`src/rtl/fetch_queue.sv`:
```
// Instruction fetch stage: streams sequential 16-bit words from memory into a
// small FIFO of {word, pc} entries and hands them to decode via valid/ready.
module fetch_queue #(
   parameter int          DEPTH    = 4,
   parameter logic [15:0] RESET_PC = 16'h0000
) (
   input  logic        clk,
   input  logic        reset,
   output logic        mem_op,
   output logic [15:0] mem_addr,
   input  logic [15:0] mem_data,
   input  logic        mem_grant,
   input  logic        redirect,
   input  logic [15:0] redirect_pc,
   output logic        instr_valid,
   output logic [15:0] instr,
   output logic [15:0] instr_pc,
   input  logic        instr_ready
);

   localparam int AW = $clog2(DEPTH);
   localparam int CW = AW + 1;

   typedef struct packed {
      logic [15:0] word;
      logic [15:0] pc;
   } entry_t;

   entry_t          mem_q [DEPTH];
   logic [AW-1:0]   rd_q, rd_d;
   logic [AW-1:0]   wr_q, wr_d;
   logic [CW-1:0]   cnt_q, cnt_d;
   logic [15:0]     pc_q, pc_d;
   logic            full;
   logic            push;
   logic            pop;
   logic            unused_ok;

   assign unused_ok   = redirect_pc[0];

   assign full        = (cnt_q == CW'(DEPTH));
   assign instr_valid = (cnt_q != '0);
   assign pop         = instr_valid & instr_ready & ~redirect;
   // A full queue may still accept a word when the head leaves in the same cycle.
   assign push        = mem_grant & ~redirect & (~full | pop);

   assign mem_op      = 1'b0;
   assign mem_addr    = pc_q;
   assign instr       = mem_q[rd_q].word;
   assign instr_pc    = mem_q[rd_q].pc;

   always_comb begin
      rd_d  = rd_q;
      wr_d  = wr_q;
      cnt_d = cnt_q;
      pc_d  = pc_q;
      if (redirect) begin
         rd_d  = '0;
         wr_d  = '0;
         cnt_d = '0;
         pc_d  = {redirect_pc[15:1], 1'b0};
      end else begin
         if (pop)
            rd_d = rd_q + AW'(1);
         if (push) begin
            wr_d = wr_q + AW'(1);
            pc_d = pc_q + 16'd2;
         end
         case ({push, pop})
            2'b10:   cnt_d = cnt_q + CW'(1);
            2'b01:   cnt_d = cnt_q - CW'(1);
            default: cnt_d = cnt_q;
         endcase
      end
   end

   always_ff @(posedge clk) begin
      if (reset) begin
         rd_q  <= '0;
         wr_q  <= '0;
         cnt_q <= '0;
         pc_q  <= RESET_PC;
      end else begin
         rd_q  <= rd_d;
         wr_q  <= wr_d;
         cnt_q <= cnt_d;
         pc_q  <= pc_d;
      end
   end

   // Storage is cleared on reset so the head reads as zero until the first fetch.
   always_ff @(posedge clk) begin
      if (reset) begin
         for (int i = 0; i < DEPTH; i++)
            mem_q[i] <= '0;
      end else if (push) begin
         mem_q[wr_q] <= '{word: mem_data, pc: pc_q};
      end
   end

endmodule

```
`config.mk`:
```
export PLATFORM = sky130hd
export DESIGN_NAME = fetch_queue
export DESIGN_NICKNAME = d
export VERILOG_FILES = /design/src/rtl/fetch_queue.sv
export SDC_FILE = /design/constraint.sdc
export NUM_CORES = 1
export LEC_CHECK = 0
export ABC_AREA = 1
export CAP_MARGIN = 10
export CORE_ASPECT_RATIO = 1.5
export CORE_MARGIN = 2
export CORE_UTILIZATION = 45
export CTS_BUF_LIST = sky130_fd_sc_hd__clkbuf_8
export DETAILED_ROUTE_END_ITERATION = 8
export GPL_ROUTABILITY_DRIVEN = 0
export GPL_TIMING_DRIVEN = 0
export PLACE_DENSITY = 0.7
export SETUP_SLACK_MARGIN = 0.3
export SLEW_MARGIN = 5
export SYNTH_ARGS = -nofsm -noshare
export SYNTH_HDL_FRONTEND = slang
export SYNTH_SLANG_ARGS = --single-unit
```
`constraint.sdc`:
```
create_clock -name clk -period 9 [get_ports clk]
set_input_delay 1.8 -clock clk [delete_from_list [all_inputs] [get_ports clk]]
set_output_delay 1.8 -clock clk [all_outputs]
set_load 0.1 [all_outputs]
```
==> results.cfg <==
[synthesis]
yosysSeqAreaShare_pct = 61.7
ys_warn_count = 0
syn_inst = 691
syn_area_per_cell_um2 = 9.87
synth_ff_type = edfxtp_1
synth-edff-count = 124
synth-seq-cells = 148
async_flop_share_pct = 0
syn_area_mm2 = 0.00682
ys_types = 36

[finish]
utilization_pct = 55.8
multiInputGateArea_mm2 = 0.00215
drive_gt1_share_pct = 12.8
antenna_cells = 0
regArea_mm2 = 0.00420
nets = 833
fill_cells = 1321
final_common_cell = nor2_1
fin_cells = 1006
syn_to_final_growth_pct = 22.1
layout_common_cells = nor2_1 (142), edfxtp_1 (124), o21ai_0 (82)

[sta]
drv_slew = 0
rsz0062_at_grt = no
fin_crit_sh_pct = 54.3
finalHoldViolCount = 0
tns_ps = 0
setup_slack_ps = 4110
fmax_ghz = 0.204
slew_headroom_pct = 32.0
worst_pin_slew_ps = 1020
worst_clock_skew_ps = 9.40
whs_ps = 506
setup_viol = 0
min_period_ps = 4890

[clocking]
cts_setup_buffers = 0
cts_buffer_depth = 2
clkTransAtPathRegs_ps = 80
numCtsBuffers = 17
cts_hold_buffers = 0
clock_sink_count = 148
tritoncts = done
clockRootBuffer = clkbuf_8
cts.repair.resized = 0
clkLatencyLatePin_ps = 440
h-tree-depth = 4

[drt]
viasPerCell = 5.27
post-route-drc-count = 0
num_vias = 5303
wire_per_inst_um = 16.8
dr.pass1.iters = 6
first_iter_violations = 305
wirelength_mm = 16.9
ant_nets = 0

[floorplan]
io_pins = 87
rows = 55
core_area_mm2 = 0.0149
die_y_um = 155
die_w_um = 105
dieArea_mm2 = 0.0162
start_util_pct = 45.7

[setup_path]
required_ps = 7200
rr_startpoint = cnt_q[0]
crit_type = flop to output pin
critPathLaunchType = flop
slowest_stage = clkdlybuf4s50_1
cp_max_fo = 10
cp_slowest_stage_delay_ps = 1190
setup.worst_path.end = instr_pc[7]
worstSetupEndpointType = output pin
r2r_cells = 7
cp_cell_sequence = buf_2 > clkinv_1 > clkbuf_1 > nor2_1 > o22ai_1 > clkdlybuf4s50_1
critical_path.reg2reg.endpoint = mem_q[0][16]
ff2ff_setup_slack_ps = 6630
cp.arrival_ps = 3090

[placed_design]
numPortBuffers = 80
dp_hpwl_mm = 11.6
dp_cells = 974
dp_slack_ps = 4590

[global_route]
grt_usage_pct = 21.6
grt_pass1_vias = 5429
antenna_found_initial = 0
grt-ovfl-total = 0
grt_pass1_wl_mm = 26.8
grt_max_degree = 32

[power_and_ir_drop]
power.density_mw_per_mm2 = 181
static-leakage-power_nw = 3.22
ir_worst_vdd_uv = 110

[worst_hold_path]
hold_path.class = flop to flop

[run]
max-cap-violations = 0

[outcome]
status = completed
[worst min-delay path by stage]
stage          endpoint  depth (start not counted)     start
2_1_floorplan      flop                          2   rd_q[1]
5_1_grt        cnt_q[0]                          1  cnt_q[0]
3_3_place_gp   cnt_q[0]                          1  cnt_q[0]
6_report       cnt_q[0]                          1  cnt_q[0]
4_1_cts         rd_q[1]                          2   rd_q[1]
3_5_place_dp    rd_q[1]                          2   rd_q[1]
[routing by layer]
| metal | share of wire [%] | vias up | track usage [%] |
|---|---|---|---|
| li1 | - | 2517 | - |
| met1 | 38 | 2518 | 23.4 |
| met2 | 53 | 220 | 39.1 |
| met3 | 5.8 | 48 | 4.93 |
| met4 | 3.1 | 0 | 11.1 |
| met5 | 0 | - | 0 |
[worst max-delay path, delay by kind of cell (launching register included)]
kind                   cells  cell delay, ps
buffers and inverters      4            1960
AND/OR/NAND/NOR            1              80
AO/OA/AOI/OAI              1             300
flip-flops                 1             300
[cells in the mapped netlist (2+ instances only)]
cell	count	area, µm²
buf_2	3	15.0
a22oi_1	2	15.0
dfxtp_1	24	480
nand2_1	79	297
nor3_1	3	15.0
o21ai_1	2	10.0
inv_1	67	251
nand3_1	11	55.1
nand3_4	2	35.0
a21oi_1	14	70.1
o21ai_0	84	420
nor2_1	142	533
nand4_1	4	25.0
buf_4	4	30.0
buf_6	9	101
xor2_1	5	43.8
o22ai_1	31	194
edfxtp_1	124	3720
nand2_2	6	37.5
nor2_2	37	231
clkbuf_1	23	86.3
[area by class of cell]
type,instances,area share (%)
buffer,39,2.79
sequential,148,50.5
tap,199,2.99
clock inverter,15,1.71
multi-input combinational,436,25.8
timing repair buffer,82,10.2
clock buffer,17,2.81
inverter,70,3.17
[report_power, final]
| group | leakage (nW) | switching (W) | internal [W] |
|---|---|---|---|
| sequential | 1.48 | 0.0000137 | 0.000770 |
| clock | 0.188 | 0.000253 | 0.000243 |
| combinational | 1.55 | 0.000173 | 0.0000568 |
[stage by stage]
| step | total power (W) | cell area, µm² |
|---|---|---|
| 5_1_grt | 0.00155 | 8330 |
| 4_1_cts | 0.00151 | 8330 |
| 3_5_place_dp | 0.00103 | 7950 |
| 2_1_floorplan | 0.000958 | 6830 |
| 3_3_place_gp | 0.00102 | 7880 |
| 6_report | 0.00151 | 8330 |
[cells by family after synthesis]
kind of cell / share of synthesized area [%]
xor gates and xnor gates: 0.771
AOI/OAI and AO/OA: 10.6
DFF: 61.7
other: 0.0550
and+or+nand+nor: 19.1
buffers and inverters: 7.29
adders and majority gates: 0.477
[sequential cells by signal, indices dropped and copies added, names as in the netlist, named ones only]
signal    flops
mem_q       124
mem_addr     15
cnt_q         3
rd_q          2
wr_q          2
Note: power is estimated with default switching activity, not from simulation.
